===== src/rtl/instr_fetch_if.sv =====
// instr_fetch_if: fetch unit bus (imem request/response, instruction output, redirect)
//    master: the fetch unit; slave: instruction memory plus decode consumer
interface instr_fetch_if;
   logic        imem_req_valid;
   logic        imem_req_ready;
   logic [31:0] imem_req_addr;
   logic        imem_rsp_valid;
   logic [31:0] imem_rsp_data;
   logic        instr_valid;
   logic        instr_ready;
   logic [31:0] instr;
   logic [31:0] instr_pc;
   logic [6:0]  op;
   logic [2:0]  funct3;
   logic        funct7b5;
   logic        redirect;
   logic [31:0] redirect_pc;
   modport master (
      output imem_req_valid, imem_req_addr, instr_valid, instr, instr_pc, op, funct3, funct7b5,
      input  imem_req_ready, imem_rsp_valid, imem_rsp_data, instr_ready, redirect, redirect_pc
   );
   modport slave (
      input  imem_req_valid, imem_req_addr, instr_valid, instr, instr_pc, op, funct3, funct7b5,
      output imem_req_ready, imem_rsp_valid, imem_rsp_data, instr_ready, redirect, redirect_pc
   );
endinterface


===== src/rtl/instr_fetch.sv =====
// instr_fetch: fetch PC, one-outstanding imem requests, 2-entry instruction FIFO, redirect flush
//    clk, reset_n (async, active low); bus: instr_fetch_if.master carrying imem req/rsp,
//    instr_valid/ready/instr/instr_pc/op/funct3/funct7b5 and redirect/redirect_pc
module instr_fetch #(
   parameter logic [31:0] RESET_PC = 32'h0000_0000
) (
   input logic          clk,
   input logic          reset_n,
   instr_fetch_if.master bus
);
   typedef enum logic [1:0] {REQ, WAIT, DRAIN} state_t;
   state_t      state, nxt;
   logic [31:0] fetch_pc, tag;
   logic [31:0] word_q [2];
   logic [31:0] pc_q [2];
   logic [1:0]  count;
   logic        accept, push, pop, wr_idx;
   always_ff @(posedge clk or negedge reset_n)
      if (!reset_n) state <= REQ;
      else state <= nxt;
   always_comb
      nxt = state == REQ  ? (accept ? (bus.redirect ? DRAIN : WAIT) : REQ) :
            state == WAIT ? (bus.imem_rsp_valid ? REQ : bus.redirect ? DRAIN : WAIT) :
                            (bus.imem_rsp_valid ? REQ : DRAIN);
   always_comb begin
      bus.imem_req_valid = reset_n && state == REQ && count != 2'd2;
      bus.imem_req_addr  = fetch_pc;
      accept = bus.imem_req_valid && bus.imem_req_ready;
      push   = state == WAIT && bus.imem_rsp_valid && !bus.redirect;
      pop    = bus.instr_ready && count != 2'd0;
      // slot for the new word after an optional same-cycle pop: count - pop (never 2 when pushing)
      wr_idx = count[0] ^ pop;
      bus.instr_valid = count != 2'd0;
      bus.instr       = bus.instr_valid ? word_q[0] : '0;
      bus.instr_pc    = bus.instr_valid ? pc_q[0] : '0;
      bus.op          = bus.instr[6:0];
      bus.funct3      = bus.instr[14:12];
      bus.funct7b5    = bus.instr[30];
   end
   always_ff @(posedge clk or negedge reset_n)
      if (!reset_n) begin
         fetch_pc <= RESET_PC;
         tag      <= '0;
         count    <= '0;
         word_q   <= '{default: '0};
         pc_q     <= '{default: '0};
      end else begin
         fetch_pc <= bus.redirect ? {bus.redirect_pc[31:2], 2'b00} : accept ? fetch_pc + 32'd4 : fetch_pc;
         if (accept) tag <= fetch_pc;
         count <= bus.redirect ? 2'd0 : count + {1'b0, push} - {1'b0, pop};
         if (pop) begin
            word_q[0] <= word_q[1];
            pc_q[0]   <= pc_q[1];
         end
         if (push) begin
            word_q[wr_idx] <= bus.imem_rsp_data;
            pc_q[wr_idx]   <= tag;
         end
      end
endmodule


===== src/flat_wrapper.sv =====
// flat-port wrapper written by rule: the top's interface ports become plain ports
module instr_fetch_flat 
#(
   parameter logic [31:0] RESET_PC = 32'h0000_0000
)
  (clk, reset_n, bus_imem_req_valid, bus_imem_req_addr, bus_instr_valid, bus_instr, bus_instr_pc, bus_op, bus_funct3, bus_funct7b5, bus_imem_req_ready, bus_imem_rsp_valid, bus_imem_rsp_data, bus_instr_ready, bus_redirect, bus_redirect_pc);
  instr_fetch_if bus_i ();
  input logic clk;
  input logic reset_n;
  output wire logic [$bits(bus_i.imem_req_valid)-1:0] bus_imem_req_valid;
  output wire logic [$bits(bus_i.imem_req_addr)-1:0] bus_imem_req_addr;
  output wire logic [$bits(bus_i.instr_valid)-1:0] bus_instr_valid;
  output wire logic [$bits(bus_i.instr)-1:0] bus_instr;
  output wire logic [$bits(bus_i.instr_pc)-1:0] bus_instr_pc;
  output wire logic [$bits(bus_i.op)-1:0] bus_op;
  output wire logic [$bits(bus_i.funct3)-1:0] bus_funct3;
  output wire logic [$bits(bus_i.funct7b5)-1:0] bus_funct7b5;
  input wire logic [$bits(bus_i.imem_req_ready)-1:0] bus_imem_req_ready;
  input wire logic [$bits(bus_i.imem_rsp_valid)-1:0] bus_imem_rsp_valid;
  input wire logic [$bits(bus_i.imem_rsp_data)-1:0] bus_imem_rsp_data;
  input wire logic [$bits(bus_i.instr_ready)-1:0] bus_instr_ready;
  input wire logic [$bits(bus_i.redirect)-1:0] bus_redirect;
  input wire logic [$bits(bus_i.redirect_pc)-1:0] bus_redirect_pc;
  assign bus_imem_req_valid = bus_i.imem_req_valid;
  assign bus_imem_req_addr = bus_i.imem_req_addr;
  assign bus_instr_valid = bus_i.instr_valid;
  assign bus_instr = bus_i.instr;
  assign bus_instr_pc = bus_i.instr_pc;
  assign bus_op = bus_i.op;
  assign bus_funct3 = bus_i.funct3;
  assign bus_funct7b5 = bus_i.funct7b5;
  assign bus_i.imem_req_ready = bus_imem_req_ready;
  assign bus_i.imem_rsp_valid = bus_imem_rsp_valid;
  assign bus_i.imem_rsp_data = bus_imem_rsp_data;
  assign bus_i.instr_ready = bus_instr_ready;
  assign bus_i.redirect = bus_redirect;
  assign bus_i.redirect_pc = bus_redirect_pc;
  instr_fetch #(.RESET_PC(RESET_PC)) u_core (.clk(clk), .reset_n(reset_n), .bus(bus_i));
endmodule

===== config.mk =====
export PLATFORM = sky130hd
export DESIGN_NAME = instr_fetch_flat
export DESIGN_NICKNAME = d
export VERILOG_FILES = /design/src/rtl/instr_fetch_if.sv /design/src/rtl/instr_fetch.sv /design/src/flat_wrapper.sv
export SDC_FILE = /design/constraint.sdc
export NUM_CORES = 1
export LEC_CHECK = 0
export ABC_AREA = 1
export BUFFER_PORTS_ARGS = -buffer_cell sky130_fd_sc_hd__buf_2
export CAP_MARGIN = 20
export CORE_UTILIZATION = 40
export DETAILED_ROUTE_END_ITERATION = 6
export PLACE_DENSITY_LB_ADDON = 0.12
export SLEW_MARGIN = 10
export SYNTH_ARGS = -nofsm -noshare
export SYNTH_HDL_FRONTEND = slang
export SYNTH_SLANG_ARGS = --single-unit

===== constraint.sdc =====
create_clock -name clk -period 3.1 [get_ports clk]
set_input_delay 0.155 -clock clk [delete_from_list [all_inputs] [get_ports clk]]
set_output_delay 0.155 -clock clk [all_outputs]
set_load 0.02 [all_outputs]

# Yosys cells after proc, flatten, opt, wreduce, memory -nomap -nowiden
# Index checks and enable logic that the tools add are counted.
word_totals:
  in_bits: 70
  ff_bits: 196
  out_inout_bits: 109
classes:
  n_reduce_logical: 11
  add_sub_neg: 3
  n_bitwise: 2
  n_eq_ne: 2
  order_cmp: 2
  muxes: 19
op_table:
  columns: ["op", "n"]
  rows:
  - ["32-bit 2-to-1 mux", 7]
  - ["64-bit bitwise mux", 2]
  - ["64-bit 2-to-1 mux", 2]
  - ["32-bit by 3-bit adder with 32-bit output, second input constant", 1]
  - ["32-bit demux with 1-bit select", 1]
  - ["2-bit 2-to-1 mux", 7]
  - ["1-bit logical AND", 7]
  - ["2-bit nonzero test", 2]
  - ["2-bit by 1-bit adder with 2-bit output", 1]
  - ["2-bit by 1-bit equality test with 1-bit output, second input constant", 1]
  - ["2-bit >= comparator, second input constant", 1]
  - ["2-bit zero test", 1]
  - ["2-bit by 1-bit < comparator with 1-bit output, second input constant", 1]
  - ["2-bit != test, second input constant", 1]
  - ["1-bit NOT with 2-bit output", 1]
  - ["2-bit by 1-bit subtractor with 2-bit output", 1]
  - ["1-bit zero test", 1]
  - ["1-bit bitwise XOR", 1]

# Depth between registers and ports, before layout
depth:
  ltp_word: 10
  ltp_mapped: 12
  mapped_depth_nobuf: 10

# Least setup slack after synthesis
# No wires, ideal clock.
synth_timing:
  kind: "flip-flop to flip-flop"
  startpoint: "reg u_core.count[1]"
  endpoint: "reg u_core.word_q[12] (netlist name)"
  path_stages_with_launch: 12
  synth_period_minus_slack_ps: 2357
  arrival_ps: 2232
  path_slack_ps: 743
  required_time_ps: 2975
  cell_sequence: "dfrtp_1 nor2_1 inv_1 nand2_1 inv_2 buf_2 ha_1 inv_1 ha_1 buf_2 buf_2 mux2_2"
synth_between:
  elab_chain_len: 9
  elab_cells_between_ends: 10
  cone_classes: "order compare: 2; mux: 3; bitwise: 2; reduce/logical: 3"
synth_lines:
  columns: ["item", "line_no", "rtl"]
  rows:
  - ["start, declared", "instr_fetch.sv:16", "logic [1:0] count;"]
  - ["start signal, assigned", "instr_fetch.sv:50", "count <= bus.redirect ? 2'd0 : count + {1'b0, push} - {1'b0, pop};"]
  - ["2-bit nonzero test *", null, null]
  - ["net bus_instr_valid", "flat_wrapper.sv:12", "output wire logic [$bits(bus_i.instr_valid)-1:0] bus_instr_valid;"]
  - ["1-bit logical AND *", "instr_fetch.sv:30", "pop = bus.instr_ready && count != 2'd0;"]
  - ["1-bit bitwise XOR *", "instr_fetch.sv:32", "wr_idx = count[0] ^ pop;"]
  - ["1-bit NOT with 2-bit output (not written as such) *", "instr_fetch.sv:56", "word_q[wr_idx] <= bus.imem_rsp_data;"]
  - ["2-bit >= comparator (not written as such) or 2-bit by 1-bit < comparator with 1-bit output (tied branches)", "instr_fetch.sv:56", null]
  - ["1-bit logical AND (not written as such)", "instr_fetch.sv:56", null]
  - ["32-bit 2-to-1 mux (not written as such)", "instr_fetch.sv:56", null]
  - ["32-bit demux with 1-bit select *", "instr_fetch.sv:56", null]
  - ["64-bit bitwise mux *", "instr_fetch.sv:56", null]
  - ["end signal, assigned by index", "instr_fetch.sv:56", null]
  - ["end, declared", "instr_fetch.sv:14", "logic [31:0] word_q [2];"]
# The timed path passes the listed nets; every way through them passes the cells marked *.
# A chain may end at the register's enable or synchronous reset.

# Final worst setup path
layout_timing:
  startpoint: "in reset_n"
  endpoint: "out bus_imem_req_valid"
layout_between:
  elab_chain_len: 2
layout_lines:
  columns: ["item", "line_no", "rtl"]
  rows:
  - ["start, declared", "flat_wrapper.sv:9", "input logic reset_n;"]
  - ["1-bit logical AND (2 in a row)", "instr_fetch.sv:26", "bus.imem_req_valid = reset_n && state == REQ && count != 2'd2;"]
  - ["end, declared", "flat_wrapper.sv:10", "output wire logic [$bits(bus_i.imem_req_valid)-1:0] bus_imem_req_valid;"]
# Every way passes these cells.

==> summary.md <==
| Metric | Value |
|---|---|
| Fillers | ~2,300 |
| Maximum fanout encountered on the critical timing path | 73 |
| Horizontal die dimension | between 150 and 200 um |
| # diodes | 0 |
| Worst IR Drop VDD | approximately 370 uV |
| DR vias | 7,767 |
| Number of standard cells in the layout, taps in and fillers out | between 1,500 and 2,000 |
| Unrepaired setup endpoints after global routing | false |
| Clk_skew | ~0.012 ns |
| Total of endpoints with negative setup slack in the final report | 0 |
| Count of unique library cells instantiated by Yosys | 31 |
| Starting utilization of the core area | between 40 and 50% |
| Hold violation count in the final report | 0 |
| Required arrival time at the worst endpoint | around 2.9 ns |
| Clock latency reported for the late side of the worst-skew pair | about 0.43 ns |
| Startpoint-to-endpoint class of the critical path | in -> out |
| Gate count of the mapped netlist | 1,138 |
| Worst slew margin | 36.1% |
| Number of nets with antenna violations after detailed routing | 0 |
| Clock net sink count | 190 |
| Number of nets at the end of the flow | 1,398 |
| Type of the most critical hold path | in -> reg |
| Power share of the clock group | around 24% |
| DIE AREA | about 0.024 mm2 |
| Number of warnings issued by yosys | 0 |
| Leading post-synthesis cells by cell area | sky130_fd_sc_hd__dfrtp_1, sky130_fd_sc_hd__nand2_1, sky130_fd_sc_hd__mux2_2, sky130_fd_sc_hd__nor2_1, sky130_fd_sc_hd__inv_1 |
| Leakage power total | 5.84 nW |
| Syn avg cell area | between 8 and 9 um2 |
| Fin Setup TNS | 0 ns |
| Sw Pwr | 0.00342 W |
| Floorplan row count | 55 |
| Share of cells above drive strength 1 | ~22% |
| Internal cell power | between 0.005 and 0.006 W |
| Number of ports placed on the die boundary | around 180 |
| DP HPWL | around 15,000 um |
| Switching power as a share of total power | 37.8% |
| Result of the run | completed |
| Final weighted congestion of routability-driven global placement | 0.859 |
| Measured slew at the worst slew-check pin | ~0.96 ns |
| Portion of synthesized cell area occupied by the leading cell type | approximately 51% |
| Pin count of the biggest net entering global routing | 74 |
| Arr. time, crit path | 2.20 ns |
| Number of resized instances in the post-cts repair step | 0 |
| CTS tree | yes |
| Endpoint type of the worst setup path | primary output |
| Detailed Route WL | between 20,000 and 25,000 um |
| Nature of the critical path startpoint | input port |
| Number of max-cap violations | 0 |
| Post-placement cell count | 1,573 |
| Total global routing track utilization | about a fifth |
| Biggest area consumer among synthesized cells | sky130_fd_sc_hd__dfrtp_1 |
| Maximum achievable frequency | around 430 MHz |
| I/O Buffers | 174 |
| Grt ovf | 0 |
| Drt initial violations | 456 |
| Fraction of power consumed by combinational cells | between 30 and 40% |
| Max Root-Sink Buffers | 2 |
| Fin. max-slew vios | 0 |
| DRC | 0 |
| Antenna violations before repair | 0 |
| Floorplan Core Area | ~0.023 mm2 |
| Fin crit share | roughly 76% |
| Sequential share of power | 43.6% |
| Clock transition at the register clock pins on the worst setup and hold paths after CTS | ~0.070 ns |
| Number of buffers added by the clock tree synthesis step | 17 |
| Die Height | 155 um |
| Routed len/inst | 14.1 um |
| Shortest period the worst path allows | roughly 2.4 ns |
| Synth Register Bits | 190 |
| Detailed-router iteration count before antenna repair | 4 |
| Vias in the first global route | between 7,000 and 8,000 |
| Synth-to-Final Area Change | 22.5% |
| Cell area after synthesis | 0.00932 mm2 |
| Global-route wire length before repair | ~38,000 um |
| Maximum level of the CTS H-tree | 4 |
| Buffer type at the clock tree root | sky130_fd_sc_hd__clkbuf_16 |
| Vias per cell | roughly 4.7 |
| Proportion of synthesized chip area in sequential cells | ~51% |
| Total power divided by cell area | between 700 and 800 mW/mm2 |
cell families (layout without fill, tap and decap cells):
| kind of cell | count (synthesis) | after routing | synth area share, % |
|---|---|---|---|
| xor+xnor | 14 | 14 | 1.32 |
| fa+ha+maj | 3 | 3 | 0.403 |
| other cells | 1 | 2 | 0.0402 |
| flops | 190 | 190 | 51.0 |
| compound gates | 128 | 128 | 7.94 |
| mux | 61 | 61 | 7.37 |
| simple gates | 536 | 536 | 22.4 |
| buf+inv | 205 | 404 | 9.51 |
flip-flops by register name, summed over array words and instances (netlist names):
register	count
u_core.tag	30
u_core.state	2
u_core.word_q	64
u_core.pc_q	62
u_core.bus.imem_req_addr	30
u_core.count	2
per-layer routing:
metal	vias to the layer above	track usage [%]	share of wire [%]
li1	3925	-	-
met1	3602	29.8	51
met2	224	31.4	44
met3	16	3.19	4.6
met4	0	5.37	1.1
met5	-	0	0
critical path: stages:
cell and delay (ns):
sky130_fd_sc_hd__dlygate4sd3_1 0.54, sky130_fd_sc_hd__clkbuf_8 0.23, sky130_fd_sc_hd__buf_4 0.74, sky130_fd_sc_hd__and3_1 0.29, sky130_fd_sc_hd__buf_2 0.17
worst paths after layout:
check | slack [ns] | start | endpoint | cells after the start
max in group asynchronous | 1.36 | reset_n | u_core.word_q[47] | 4
setup reg to reg | 0.76 | u_core.count[1] | u_core.pc_q[23] | 9
hold / removal | 0.02 | bus_redirect_pc[17] | u_core.bus.imem_req_addr[17] | 5
hold reg to reg | 0.51 | u_core.word_q[1] | u_core.word_q[1] | 1
min in group asynchronous | 0.14 | reset_n | u_core.word_q[42] | 2
setup / recovery | 0.75 | reset_n | bus_imem_req_valid | 5
metrics by stage:
step / area [um2] / setup WS (ns) / hold WS (ns) / util [%] / power, W
after detailed placement: 10400 / 0.756 / 0.0273 / 45.6 / 0.00689
final: 11400 / 0.749 / 0.0235 / 50.2 / 0.00904
after global placement: 10400 / 0.761 / 0.0273 / 45.6 / 0.00682
after global routing: 11400 / 0.529 / 0.0311 / 50.2 / 0.00971
after CTS: 11400 / 0.674 / 0.00112 / 50.2 / 0.00914
after floorplan: 9330 / 0.743 / -0.141 / - / 0.00596
synth_stat cells, drive strengths merged:
library cell,count
nor3,1
and2,1
o21ai,54
clkbuf,20
mux2,61
nand2,323
nor2,183
inv,135
o22ai,2
xor2,13
ha,3
clkinv,1
buf,49
o211ai,8
a31oi,62
a21oi,2
dfrtp,190
xnor2,1
nand4,1
nand3,26
conb,1
and3,1
cell usage in the layout, fill, tap and decap left out, types with 3 or more instances in the layout:
cell	instances
sky130_fd_sc_hd__inv_6	4
sky130_fd_sc_hd__nor2_2	5
sky130_fd_sc_hd__clkinvlp_4	3
sky130_fd_sc_hd__clkbuf_8	3
sky130_fd_sc_hd__buf_2	173
sky130_fd_sc_hd__mux2_2	61
sky130_fd_sc_hd__xor2_1	13
sky130_fd_sc_hd__inv_1	133
sky130_fd_sc_hd__o21ai_0	51
sky130_fd_sc_hd__nor2_1	175
sky130_fd_sc_hd__nor2_4	3
sky130_fd_sc_hd__clkbuf_16	17
sky130_fd_sc_hd__nand3_1	26
sky130_fd_sc_hd__dlygate4sd3_1	46
sky130_fd_sc_hd__nand2_1	320
sky130_fd_sc_hd__o211ai_1	8
sky130_fd_sc_hd__a31oi_1	62
sky130_fd_sc_hd__o21ai_1	3
sky130_fd_sc_hd__buf_4	14
sky130_fd_sc_hd__dfrtp_1	190
repair_timing:
item,CTS,global route
hold buffers,46,0
setup buffers,0,0
endpoints found under the hold margin,125,0
power by group through the flow:
stage          registers (W)  clock network, W  logic (W)
3_5_place_dp         0.00397                 0    0.00291
6_report             0.00394           0.00218    0.00292
2_1_floorplan        0.00387                 0    0.00209
4_1_cts              0.00393           0.00224    0.00297
3_3_place_gp         0.00395                 0    0.00286
5_1_grt              0.00406           0.00235    0.00330
area by class of cell:
| cell class | count | area, um2 | share of cell area (%) |
|---|---|---|---|
| flip-flops and latches | 190 | 4750 | 41.6 |
| inverters | 136 | 510 | 4.47 |
| multi-input cells | 744 | 3700 | 32.4 |
| clock buffers | 20 | 457 | 4.00 |
| repair buffers | 236 | 1490 | 13.0 |
| clock inverters | 12 | 128 | 1.12 |
| well taps | 313 | 392 | 3.43 |
No activity file was read; power rests on OpenSTA's default activity.
